### config.mk
export PLATFORM = sky130hd
export DESIGN_NAME = nco_clken_gen
export DESIGN_NICKNAME = d
export VERILOG_FILES = /design/src/rtl/nco_clken_pkg.sv /design/src/rtl/nco_clken_gen_ch.sv /design/src/rtl/nco_clken_gen.sv
export SDC_FILE = /design/constraint.sdc
export NUM_CORES = 1
export LEC_CHECK = 0
export BUFFER_PORTS_ARGS = -buffer_cell sky130_fd_sc_hd__clkbuf_2
export CORE_MARGIN = 2
export CORE_UTILIZATION = 40
export CTS_BUF_LIST = sky130_fd_sc_hd__clkbuf_4
export DETAILED_ROUTE_END_ITERATION = 8
export PLACE_DENSITY = 0.66
export SLEW_MARGIN = 25
export SYNTH_ARGS = -nofsm -noshare
export SYNTH_HDL_FRONTEND = slang
export SYNTH_SLANG_ARGS = --single-unit
### constraint.sdc
create_clock -name clkin -period 5.28 [get_ports clkin]
set_clock_uncertainty 0.2 [all_clocks]
set_input_delay 1.056 -clock clkin [delete_from_list [all_inputs] [get_ports clkin]]
set_output_delay 1.056 -clock clkin [all_outputs]
set_load 0.005 [all_outputs]
### src/rtl/nco_clken_pkg.sv
// Shared helpers for the multi-channel NCO clock-enable generator: index and
// counter widths, and a constant function for deriving increments from frequencies.
package nco_clken_pkg;

    function automatic int ch_idx_w(input int channels);
        if (channels > 1) begin
            return $clog2(channels);
        end else begin
            return 1;
        end
    endfunction

    function automatic int lock_cnt_w(input int lock_cycles);
        return $clog2(lock_cycles + 1);
    endfunction

    // round(f_out * 2^acc_w / f_clk) by bit-serial long division; assumes f_out < f_clk
    function automatic logic [63:0] inc_from_hz(
        input longint unsigned f_clk,
        input longint unsigned f_out,
        input int              acc_w
    );
        logic [63:0] rem;
        logic [63:0] quo;
        rem = f_out % f_clk;
        quo = 64'd0;
        for (int b = 0; b < acc_w + 1; b++) begin
            rem = rem << 1;
            quo = quo << 1;
            if (rem >= f_clk) begin
                rem = rem - f_clk;
                quo = quo | 64'd1;
            end else begin
                quo = quo;
            end
        end
        return (quo + 64'd1) >> 1;
    endfunction

endpackage

### src/rtl/nco_clken_gen_ch.sv
// One NCO channel: increment register, phase accumulator, carry-out enable and
// MSB square wave, all taken straight from registers.
module nco_clken_ch
    import nco_clken_pkg::*;
#(
    parameter int               ACC_W   = 32,
    parameter logic [ACC_W-1:0] INC_RST = {ACC_W{1'b0}}
) (
    input  logic             i_clk,
    input  logic             i_rstn,
    input  logic             i_wr_en,
    input  logic [ACC_W-1:0] i_wr_inc,
    input  logic             i_sync,
    output logic             o_ce,
    output logic             o_sq
);

    logic [ACC_W-1:0] r_acc;
    logic [ACC_W-1:0] r_inc;
    logic             r_ce;
    logic [ACC_W:0]   w_sum;

    assign w_sum = {1'b0, r_acc} + {1'b0, r_inc};

    // Phase accumulation; sync realigns phase and suppresses the pending carry
    always_ff @(posedge i_clk or negedge i_rstn) begin
        if (!i_rstn) begin
            r_acc <= {ACC_W{1'b0}};
            r_ce  <= 1'b0;
        end else if (i_sync) begin
            r_acc <= {ACC_W{1'b0}};
            r_ce  <= 1'b0;
        end else begin
            r_acc <= w_sum[ACC_W-1:0];
            r_ce  <= w_sum[ACC_W];
        end
    end

    // Increment register; a write never touches the accumulator, so no phase jump
    always_ff @(posedge i_clk or negedge i_rstn) begin
        if (!i_rstn) begin
            r_inc <= INC_RST;
        end else if (i_wr_en) begin
            r_inc <= i_wr_inc;
        end else begin
            r_inc <= r_inc;
        end
    end

    assign o_ce = r_ce;
    assign o_sq = r_acc[ACC_W-1];

endmodule

### src/rtl/nco_clken_gen.sv
// Multi-channel fractional clock-enable synthesiser: write decode, sync fan-out,
// lock-settle counter and the per-channel NCO instances.
module nco_clken_gen
    import nco_clken_pkg::*;
#(
    parameter int                          CHANNELS    = 2,
    parameter int                          ACC_W       = 32,
    parameter int                          LOCK_CYCLES = 1024,
    parameter logic [CHANNELS*ACC_W-1:0]   INC_INIT    = {32'h0F5C28F6, 32'h9999999A}
) (
    input  logic                            clkin,
    input  logic                            rstn,
    input  logic                            wr_en,
    input  logic [ch_idx_w(CHANNELS)-1:0]   wr_ch,
    input  logic [ACC_W-1:0]                wr_inc,
    input  logic                            sync,
    output logic [CHANNELS-1:0]             ce,
    output logic [CHANNELS-1:0]             sq,
    output logic                            locked
);

    localparam int               CNT_W    = lock_cnt_w(LOCK_CYCLES);
    localparam logic [CNT_W-1:0] LOCK_MAX = CNT_W'(LOCK_CYCLES);

    logic                w_wr_valid;
    logic [CHANNELS-1:0] w_ch_wr;
    logic [CNT_W-1:0]    w_cnt_next;
    logic [CNT_W-1:0]    r_cnt;
    logic                r_locked;

    // Out-of-range channel writes are dropped entirely, including their effect on lock
    assign w_wr_valid = wr_en && (int'(wr_ch) < CHANNELS);

    // One-hot write enable per channel
    always_comb begin
        w_ch_wr = {CHANNELS{1'b0}};
        for (int c = 0; c < CHANNELS; c++) begin
            if (w_wr_valid && (int'(wr_ch) == c)) begin
                w_ch_wr[c] = 1'b1;
            end else begin
                w_ch_wr[c] = 1'b0;
            end
        end
    end

    // Settle counter: restarts on any reconfiguration, saturates at the lock point
    always_comb begin
        w_cnt_next = r_cnt;
        if (w_wr_valid || sync) begin
            w_cnt_next = {CNT_W{1'b0}};
        end else if (r_cnt != LOCK_MAX) begin
            w_cnt_next = r_cnt + CNT_W'(1);
        end else begin
            w_cnt_next = r_cnt;
        end
    end

    // Lock state; locked tracks the updated count so it rises on the LOCK_CYCLES-th quiet edge
    always_ff @(posedge clkin or negedge rstn) begin
        if (!rstn) begin
            r_cnt    <= {CNT_W{1'b0}};
            r_locked <= 1'b0;
        end else begin
            r_cnt    <= w_cnt_next;
            r_locked <= (w_cnt_next == LOCK_MAX);
        end
    end

    assign locked = r_locked;

    for (genvar g = 0; g < CHANNELS; g++) begin : g_ch
        nco_clken_ch #(
            .ACC_W   (ACC_W),
            .INC_RST (INC_INIT[g*ACC_W +: ACC_W])
        ) u_ch (
            .i_clk    (clkin),
            .i_rstn   (rstn),
            .i_wr_en  (w_ch_wr[g]),
            .i_wr_inc (wr_inc),
            .i_sync   (sync),
            .o_ce     (ce[g]),
            .o_sq     (sq[g])
        );
    end

endmodule
==> results of run 1 <==
## layer usage
| layer | up-vias | share of wire | global-route usage |
|---|---|---|---|
| met5 | - | 0 | 0 |
| met4 | 0 | 0.013 | 0.05047 |
| met3 | 14 | 0.042 | 0.03404 |
| met2 | 135 | 0.46 | 0.2795 |
| met1 | 3161 | 0.48 | 0.2407 |
| li1 | 3162 | - | - |
## report_power, final
part | total (mW) | switching [mW] | internal [mW]
logic | 2.42 | 1.39 | 1.03
clock network | 0.677 | 0.378 | 0.300
registers | 1.50 | 0.111 | 1.39
## cells by family (layout without fill, tap and decap cells)
family	count (synthesis)	after routing
simple gates	254	254
compound gates	214	214
flops	142	142
mux	73	73
fa+ha+maj	68	68
buf+inv	57	98
xor+xnor	50	50
other cells	0	1
## worst max-delay path: stages, from the launching register on
cell and delay [ns]:
sky130_fd_sc_hd__dfstp_2 0.56, sky130_fd_sc_hd__inv_1 0.06, sky130_fd_sc_hd__fa_1 0.43, sky130_fd_sc_hd__nor2b_1 0.19
sky130_fd_sc_hd__o31a_1 0.24, sky130_fd_sc_hd__o21ai_2 0.13, sky130_fd_sc_hd__a31oi_1 0.35, sky130_fd_sc_hd__nor2_1 0.16
sky130_fd_sc_hd__o21ai_1 0.16, sky130_fd_sc_hd__mux2_1 0.33
## path summary, 6_finish.rpt
path	start	endpoint	slack, ns	cells after the start
worst max-delay path	g_ch[1].u_ch.r_inc[1]	g_ch[1].u_ch.r_acc[26]	2.36	9
worst min-delay path	g_ch[1].u_ch.r_inc[29]	g_ch[1].u_ch.r_inc[29]	0.33	1
worst max register to register	g_ch[1].u_ch.r_inc[1]	g_ch[1].u_ch.r_acc[26]	2.36	9
worst min register to register	g_ch[1].u_ch.r_inc[29]	g_ch[1].u_ch.r_inc[29]	0.33	1
max in group asynchronous	rstn	g_ch[1].u_ch.r_inc[22]	3.59	2
min in group asynchronous	rstn	g_ch[0].u_ch.r_acc[3]	0.34	1
## cell usage after synthesis, types with 15 or more instances
master	number
sky130_fd_sc_hd__a21o_1	28
sky130_fd_sc_hd__a21oi_1	58
sky130_fd_sc_hd__clkbuf_1	15
sky130_fd_sc_hd__dfrtp_1	110
sky130_fd_sc_hd__dfstp_2	32
sky130_fd_sc_hd__ha_1	66
sky130_fd_sc_hd__inv_1	20
sky130_fd_sc_hd__mux2_2	63
sky130_fd_sc_hd__nand2_1	50
sky130_fd_sc_hd__nand4_1	18
sky130_fd_sc_hd__nor2_1	96
sky130_fd_sc_hd__nor2b_1	22
sky130_fd_sc_hd__o21ai_0	27
sky130_fd_sc_hd__o21ai_1	17
sky130_fd_sc_hd__xnor2_1	25
sky130_fd_sc_hd__xor2_1	25
## per-stage QoR
step	cells	hold WS [ns]
2_1_floorplan	858	0.2861
3_3_place_gp	1142	0.2975
3_5_place_dp	1142	0.3043
4_1_cts	1174	0.3071
5_1_grt	1175	0.3429
6_report	1175	0.3283
## cell type report
class                      instances  area (sq um)  area share
antenna                            1         2.502   0.0002680
clock buffer                      22         165.2     0.01769
clock inverter                    10         98.84     0.01059
inverter                          20         75.07    0.008041
multi-input combinational        659          4808      0.5150
sequential                       142          3593      0.3849
tap                              275         344.1     0.03685
timing repair buffer              46         249.0     0.02667
## cell usage in the layout (no fill, tap or decap), drive strengths merged, types with 28 or more instances in the layout
cell type / count
nand2: 50
dfstp: 32
o21ai: 47
dfrtp: 110
mux2: 73
nor2: 98
a21oi: 62
a21o: 28
ha: 66
clkbuf: 62
## state kept, by name, summed over array words and instances (netlist names)
register and flops:
g_ch.u_ch.o_ce 2, g_ch.u_ch.r_acc 64, g_ch.u_ch.r_inc 64, locked 1, r_cnt 11
==> impl_metrics.toml, run 1 <==
[outcome]
status = "finished clean"

[placement]
dp.final_hpwl_mm = 13.56
placement.cell_area_sq_mm = 0.009070
gp_congestion = 0.8814
placement.io_buffers = 41
post-place-ws_ns = 2.419

[clocking]
clock-root-buffer = "sky130_fd_sc_hd__clkbuf_4"
cts_made_buffers = 17
htree_num_levels = 4
clock_tree_from_tritoncts = "yes"
postCtsResizedCells = 0
clock_tree_sinks = 142
cts_setup_buffers = 0
clock_latency_ns = 0.54
ctsLongestPathBuffers = 2
post_cts_hold_buffer_count = 0
cts.reportedPaths.clkPinSlew_ns = 0.12

[final_layout]
final_area_sq_mm = 0.009336
nFillCells = 2035
final_util = 0.4414
final_layout_size_suffix_gt1_frac = 0.2158
areaGrowthSynthToFinish_pct = 7.895
nets = 991

[sta]
timing.final.crit_period_ns = 2.923
setup-tns-final_ns = 0
final-max-slew-violation-count = 0
unrepaired_setup_endpoints_after_global_routing = "false"
final.period_utilization = 0.5535
timing.fmax_ghz = 0.3422
slew_headroom = 0.3952
worst_slack_ns = 2.357
setup_violations = 0
tightest_slew_ns = 0.9072
timing_hold_violations_final = 0

[floorplan]
io-pin-count = 42
die-height_um = 151.1
fp-row-count = 53
floorplan.core_area_sq_mm = 0.02115
die_w_um = 151.1
initial_utilization = 0.4091
floorplan.die_area_sq_mm = 0.02283

[worst_setup_path]
worst-endpoint-required_ns = 5.51
worst-path-max-fanout = 4
setup.worst_path.class = "reg -> reg"
cp-end-kind = "register"
data_arrival_time_of_the_worst_path_ns = 3.15
critPathLaunchType = "register"

[global_routing]
grt_start_max_net_pins = 83
grt_first_pass_wirelength_mm = 31.40
antenna_found_initial = 1
grt_usage = 0.1745
via_count_of_the_first_global_routing_pass = 6312
global_route_total_overflow = 0

[drt]
wl_per_cell_um = 15.72
drtPass1Iterations = 5
dr.first_iter.drc_count = 351
antenna_violating_nets_post_route = 0
wl_mm = 18.47
remaining_drc_errors = 0
via_count = 6472
drt-vias-per-instance = 5.508

[synthesis]
ys.warnings.count = 0
yosys.cell_types.count = 77
postSynth.asyncResetShare = 1.000
post_synthesis_sequential_area_ratio = 0.4153
postSynth.topFlopCell = "sky130_fd_sc_hd__dfrtp_1"
yosys-mux-area-fraction = 0.09543
cell_taking_the_most_area_after_synthesis = "sky130_fd_sc_hd__dfrtp_1"
edff_count_synth = 0
yosys.area.top_type_share = 0.3181
synth-compound-area-share = 0.1664
ys_top_cells_by_area = "sky130_fd_sc_hd__dfrtp_1 (32%), sky130_fd_sc_hd__dfstp_2 (9.7%), sky130_fd_sc_hd__ha_1 (9.5%), sky130_fd_sc_hd__mux2_2 (8.2%), sky130_fd_sc_hd__nor2_1 (4.2%)"
area_share_of_and_or_nand_nor_cells_after_synthesis = 0.1429
yosys.area_share.xor_xnor = 0.05061
syn-mean-instance-area_sq_um = 10.09
synth_instances = 858
postSynthNetCount = 963
synth_top_family_by_area = "compound AO/OA/AOI/OAI gates"
synthAdderAreaFrac = 0.1001
yosys_register_bits = 142
synth.cell_area_sq_mm = 0.008653

[run]
maxCapViolations = 0

[hold_path]
worstHoldPathType = "reg -> reg"

[pwr]
power-per-cell-area_mw_per_mm2 = 492.1
static-leakage-power_nw = 4.211
power.total_mw = 4.595
ir_drop_mv = 0.2265
Note: power is estimated with default switching activity, not from simulation.
==> run 2: changes to the inputs <==
Settings changed: PLACE_DENSITY 0.66 to 0.68.
Clock period 5.28 ns to 2.6 ns, I/O delays scaled along.
==> impl_metrics.toml, run 2 (synthesized netlist as in run 1, its figures left out) <==
[placement]
gp_congestion = 0.8811
placement.cell_area_sq_mm = 0.009613
dp.final_hpwl_mm = 14.75
placement.io_buffers = 41

[global_routing]
via_count_of_the_first_global_routing_pass = 6907
grt_start_max_net_pins = 67
global_route_total_overflow = 0
grt_usage = 0.1883
grt_first_pass_wirelength_mm = 33.80
antenna_found_initial = 1

[final_layout]
areaGrowthSynthToFinish_pct = 24.48
final_util = 0.5092
multi_input_area_sq_mm = 0.005236
nFillCells = 1899
final_area_sq_mm = 0.01077
nets = 1106
layout.area.seq_sq_mm = 0.003593
biggestRegsByFlops = "g_ch.u_ch.r_acc x64, g_ch.u_ch.r_inc x64, r_cnt x11"
final_layout_size_suffix_gt1_frac = 0.3501
layout.cells.most_common = "sky130_fd_sc_hd__dfrtp_1"
layout.cells.most_common_list = "sky130_fd_sc_hd__dfrtp_1 (110), sky130_fd_sc_hd__nor2_1 (96), sky130_fd_sc_hd__buf_4 (92)"

[floorplan]
io-pin-count = 42
fp-row-count = 53
floorplan.die_area_sq_mm = 0.02283
floorplan.core_area_sq_mm = 0.02115
die-height_um = 151.1
die_w_um = 151.1
initial_utilization = 0.4091

[sta]
timing_hold_violations_final = 0
final-max-slew-violation-count = 0
final.period_utilization = 1.001
tightest_slew_ns = 0.4922
timing.hold.ws_ns = 0.04592
worst_slack_ns = -0.002896
setup_violations = 1
unrepaired_setup_endpoints_after_global_routing = "true"
timing.fmax_ghz = 0.3842
slew_headroom = 0.6718
timing.final.crit_period_ns = 2.603

[clocking]
clock_latency_ns = 0.55
ctsLongestPathBuffers = 2
clock-root-buffer = "sky130_fd_sc_hd__clkbuf_4"
htree_num_levels = 4
cts_made_buffers = 17
clock_tree_from_tritoncts = "yes"
clock_tree_sinks = 142
cts.reportedPaths.clkPinSlew_ns = 0.12

[pwr]
static-leakage-power_nw = 4.830
ir_drop_mv = 0.3787
power-per-cell-area_mw_per_mm2 = 1033

[drt]
wl_per_cell_um = 16.20
drtPass1Iterations = 5
via_count = 6918
antenna_violating_nets_post_route = 0
dr.first_iter.drc_count = 363
wl_mm = 20.90
drt-vias-per-instance = 5.363
remaining_drc_errors = 0

[worst_setup_path]
data_arrival_time_of_the_worst_path_ns = 2.83
critPathLaunchType = "register"
cp-end-kind = "register"
worst-path-max-fanout = 4
reg2reg_depth = 9
worst-endpoint-required_ns = 2.82
setup.worst_path.class = "reg -> reg"

[hold_path]
worstHoldPathType = "in -> reg"
hold-path-cell-count = 2

[outcome]
status = "finished, violations left"
violations = "negative setup slack"

[run]
maxCapViolations = 0
-- run 2: final timing paths --
check / from / end / slack (ns)
worst max-delay path: g_ch[1].u_ch.r_inc[2] / g_ch[1].u_ch.r_acc[30] / -0.003
max in group asynchronous: rstn / g_ch[1].u_ch.r_inc[20] / 1.34
worst min register to register: g_ch[0].u_ch.r_inc[22] / g_ch[0].u_ch.r_inc[22] / 0.33
worst min-delay path: wr_inc[15] / g_ch[1].u_ch.r_inc[15] / 0.05
min in group asynchronous: rstn / g_ch[1].u_ch.r_acc[4] / 0.16
worst max register to register: g_ch[1].u_ch.r_inc[2] / g_ch[1].u_ch.r_acc[30] / -0.003
-- run 2: stage by stage --
stage,power [mW],std cells,setup slack (ns),TNS (ns)
detailed placement,8.656,1212,-0.05138,-0.2645
CTS,10.54,1271,-0.03733,-0.04443
global placement,8.568,1212,-0.03341,-0.09766
finish,11.12,1290,-0.002896,-0.002896
floorplan,7.007,858,0.03143,0
global route,12.00,1290,-0.1229,-1.630
-- run 2: repair_timing --
item                                   4_1_cts  5_1_grt
resized for setup                           20       64
endpoints found under the hold margin      132        4
hold buffers                                17        3
setup endpoints to repair                   16       36
pin swaps                                   19       39
buffers inserted                            10       15
-- run 2: area by class of cell --
class | count | share of cell area
diodes | 1 | 0.0002323
clock buffers | 20 | 0.01394
clock inverters | 12 | 0.01568
inverters | 20 | 0.006969
multi-input cells | 659 | 0.4861
flip-flops and latches | 142 | 0.3336
well taps | 275 | 0.03194
repair buffers | 161 | 0.1115
-- run 2: layer usage --
metal | up-vias | track usage | routed length (um)
met2 | 129 | 0.3109 | 10060
met5 | - | 0 | 0
met1 | 3366 | 0.2516 | 9897
met4 | 0 | 0.06028 | 241
met3 | 17 | 0.03373 | 706
li1 | 3406 | - | -
-- run 2: where the power goes --
| part | switching [mW] | internal, mW |
|---|---|---|
| logic | 3.32 | 3.09 |
| clock network | 0.831 | 0.787 |
| registers | 0.279 | 2.82 |
| total | 4.43 | 6.70 |
-- run 2: worst max-delay path, cell delays in order (launching register included) --
cell,delay (ns)
sky130_fd_sc_hd__dfstp_2,0.58
sky130_fd_sc_hd__ha_4,0.21
sky130_fd_sc_hd__nor2b_2,0.16
sky130_fd_sc_hd__o31a_1,0.27
sky130_fd_sc_hd__buf_6,0.13
sky130_fd_sc_hd__o21ai_4,0.20
sky130_fd_sc_hd__a31oi_4,0.12
sky130_fd_sc_hd__buf_4,0.17
sky130_fd_sc_hd__a21boi_2,0.13
sky130_fd_sc_hd__mux2_1,0.32
==> run 3: changes to the inputs <==
Settings changed: BUFFER_PORTS_ARGS -buffer_cell sky130_fd_sc_hd__clkbuf_2 to -buffer_cell sky130_fd_sc_hd__buf_4, SYNTH_HIERARCHICAL from default to 1.
==> impl_metrics.toml, run 3 <==
[synthesis]
yosys-mux-area-fraction = 0.1016
yosys.cell_types.count = 79
postSynthNetCount = 975
synth-compound-area-share = 0.1659
postSynth.topFlopCell = "sky130_fd_sc_hd__dfrtp_1"
synth_instances = 870
postSynth.asyncResetShare = 1.000
synth_top_family_by_area = "compound AO/OA/AOI/OAI gates"
post_synthesis_sequential_area_ratio = 0.4118
cell_taking_the_most_area_after_synthesis = "sky130_fd_sc_hd__dfrtp_1"
synth_top_cells_by_count = "sky130_fd_sc_hd__dfrtp_1 (110), sky130_fd_sc_hd__nor2_1 (107), sky130_fd_sc_hd__mux2_2 (68)"
ys_top_cells_by_area = "sky130_fd_sc_hd__dfrtp_1 (32%), sky130_fd_sc_hd__dfstp_2 (9.6%), sky130_fd_sc_hd__ha_1 (9.5%), sky130_fd_sc_hd__mux2_2 (8.8%), sky130_fd_sc_hd__nor2_1 (4.6%)"
synthAdderAreaFrac = 0.09921
ys.warnings.count = 6
yosys.area_share.xor_xnor = 0.04616
synth.cell_area_sq_mm = 0.008727
edff_count_synth = 0
area_share_of_and_or_nand_nor_cells_after_synthesis = 0.1480
yosys_register_bits = 142
syn-mean-instance-area_sq_um = 10.03
synth_most_common_cell = "sky130_fd_sc_hd__dfrtp_1"
yosys.area.top_type_share = 0.3154

[final_layout]
final_area_sq_mm = 0.01177
layout.cells.most_common = "sky130_fd_sc_hd__buf_4"
nFillCells = 1892
areaGrowthSynthToFinish_pct = 34.81
layout.cells.most_common_list = "sky130_fd_sc_hd__buf_4 (163), sky130_fd_sc_hd__dfrtp_1 (110), sky130_fd_sc_hd__nor2_1 (107)"
biggestRegsByFlops = "g_ch.u_ch/r_acc x64, g_ch.u_ch/r_inc x64, r_cnt x11"
final_util = 0.5442
final_layout_size_suffix_gt1_frac = 0.4174
layoutNonFillerInstCount = 1359
nets = 1170

[worst_setup_path]
reg2reg_depth = 10
worst-path-max-fanout = 5
worst_setup_sp = "g_ch[1].u_ch/r_inc[1]"
crit-reg2reg-capture = "g_ch[1].u_ch/r_acc[28]"
r2r-start = "g_ch[1].u_ch/r_inc[1]"
worst-endpoint-required_ns = 2.85
setup.worst_path.class = "reg -> reg"
regToRegSetupSlack_ns = -0.17
cp-end-kind = "register"
critPathLaunchType = "register"
crit_path_end = "g_ch[1].u_ch/r_acc[28]"
data_arrival_time_of_the_worst_path_ns = 3.02

[placement]
placedCellCount = 1279
gp_congestion = 0.9065
dp.final_hpwl_mm = 15.36
placement.cell_area_sq_mm = 0.01026
placement.io_buffers = 41

[outcome]
violations = "negative setup slack"
status = "finished, violations left"

[clocking]
cts.reportedPaths.clkPinSlew_ns = 0.14
cts_made_buffers = 17
clock-root-buffer = "sky130_fd_sc_hd__clkbuf_4"
clock_tree_sinks = 142
ctsLongestPathBuffers = 2
clock_latency_ns = 0.56
clock_tree_from_tritoncts = "yes"
htree_num_levels = 4

[floorplan]
initial_utilization = 0.4036
fp-row-count = 54
floorplan.die_area_sq_mm = 0.02302
die-height_um = 151.7
floorplan.core_area_sq_mm = 0.02162
die_w_um = 151.7
io-pin-count = 42

[sta]
final.period_utilization = 1.065
setup_violations = 12
setup-tns-final_ns = -0.9797
unrepaired_setup_endpoints_after_global_routing = "true"
timing_hold_violations_final = 0
tightest_slew_ns = 0.5130
timing.final.crit_period_ns = 2.770
timing.fmax_ghz = 0.3610
final-max-slew-violation-count = 0
timing.hold.ws_ns = 0.1244
worst_slack_ns = -0.1698
slew_headroom = 0.6580

[drt]
wl_mm = 22.48
drtPass1Iterations = 7
drt-vias-per-instance = 5.397
antenna_violating_nets_post_route = 0
remaining_drc_errors = 0
dr.first_iter.drc_count = 455
wl_per_cell_um = 16.54
via_count = 7335

[global_routing]
via_count_of_the_first_global_routing_pass = 7297
antenna_found_initial = 1
grt_first_pass_wirelength_mm = 35.79
global_route_total_overflow = 0
grt_usage = 0.1975
grt_start_max_net_pins = 85

[pwr]
ir_drop_mv = 0.5511
power-per-cell-area_mw_per_mm2 = 1029
static-leakage-power_nw = 5.121

[hold_path]
worstHoldPathType = "in -> reg"

[run]
maxCapViolations = 0
-- run 3: cell count changes in the layout (fill, tap and decap cells not counted), sizes merged, moves of 6 or more --
cell         previous run  this run
a211oi                  4        13
a21boi                  6         0
a21o                   28        19
buf                   101       173
clkbuf                 60        18
dlygate4sd3            20        33
inv                    20        35
nand4                  18        12
nor2                   98       108
o21ai                  47        41
o21bai                  2        12
-- run 3: how the worst min path moves through the flow --
stage	end	slack (ns)	start	depth (start not counted)
3_5_place_dp	r_cnt[10]	0.30	rstn	1
5_1_grt	r_cnt[9]	0.08	wr_en	4
2_1_floorplan	g_ch[0].u_ch/o_ce	0.02	rstn	0
4_1_cts	g_ch[0].u_ch/r_inc[10]	0.005	wr_inc[10]	2
6_report	r_cnt[9]	0.12	wr_en	4
3_3_place_gp	g_ch[0].u_ch/r_inc[18]	0.30	g_ch[0].u_ch/r_inc[18]	1
-- run 3: cell type report --
type	count	area, sq um	share of cell area
flip-flops and latches	142	3593	0.3054
clock inverters	14	123.9	0.01053
clock buffers	18	135.1	0.01149
multi-input cells	670	5762	0.4897
inverters	28	105.1	0.008933
well taps	280	350.3	0.02978
repair buffers	206	1693	0.1439
diodes	1	2.502	0.0002127
-- run 3: cells by family after synthesis --
logic type      Yosys count
compound gates          212
xor+xnor                 46
flops                   142
simple gates            266
mux                      78
buf+inv                  58
fa+ha+maj                68
-- run 3: worst max-delay path, stage by stage, from the launching register on --
cell and delay, ns:
sky130_fd_sc_hd__dfstp_2 0.57, sky130_fd_sc_hd__inv_2 0.05, sky130_fd_sc_hd__fa_2 0.35, sky130_fd_sc_hd__nand2b_4 0.16
sky130_fd_sc_hd__a21oi_4 0.16, sky130_fd_sc_hd__o211ai_2 0.12, sky130_fd_sc_hd__a2111oi_2 0.31, sky130_fd_sc_hd__or4_4 0.25
sky130_fd_sc_hd__buf_4 0.13, sky130_fd_sc_hd__a31oi_4 0.07, sky130_fd_sc_hd__mux2_4 0.30
-- run 3: timing repair --
item                                    4_1_cts  5_1_grt
setup buffers                                 8        9
hold buffers                                 30        3
endpoints found under the hold margin        95        6
gates resized for setup                      79       81
pin swaps                                    41       41
endpoints found under the setup margin       25       30
-- run 3: per-stage QoR --
stage                     setup WS (ns)  power [mW]
after floorplan                -0.09249       7.149
after global placement          -0.2282       9.183
after detailed placement        -0.2425       9.297
after CTS                       -0.1586       11.33
after global routing            -0.2777       13.01
final                           -0.1698       12.10
-- run 3: layer usage --
metal / up-vias / track usage / wire [um]
met5: - / 0 / 0
met3: 20 / 0.04162 / 714
met4: 0 / 0.05648 / 337
li1: 3521 / - / -
met2: 158 / 0.3257 / 10920
met1: 3636 / 0.2630 / 10510
-- run 3: power breakdown --
group,switching [mW],internal [mW]
Sequential,0.334,2.83
Combinational,3.78,3.83
Clock,0.914,0.423
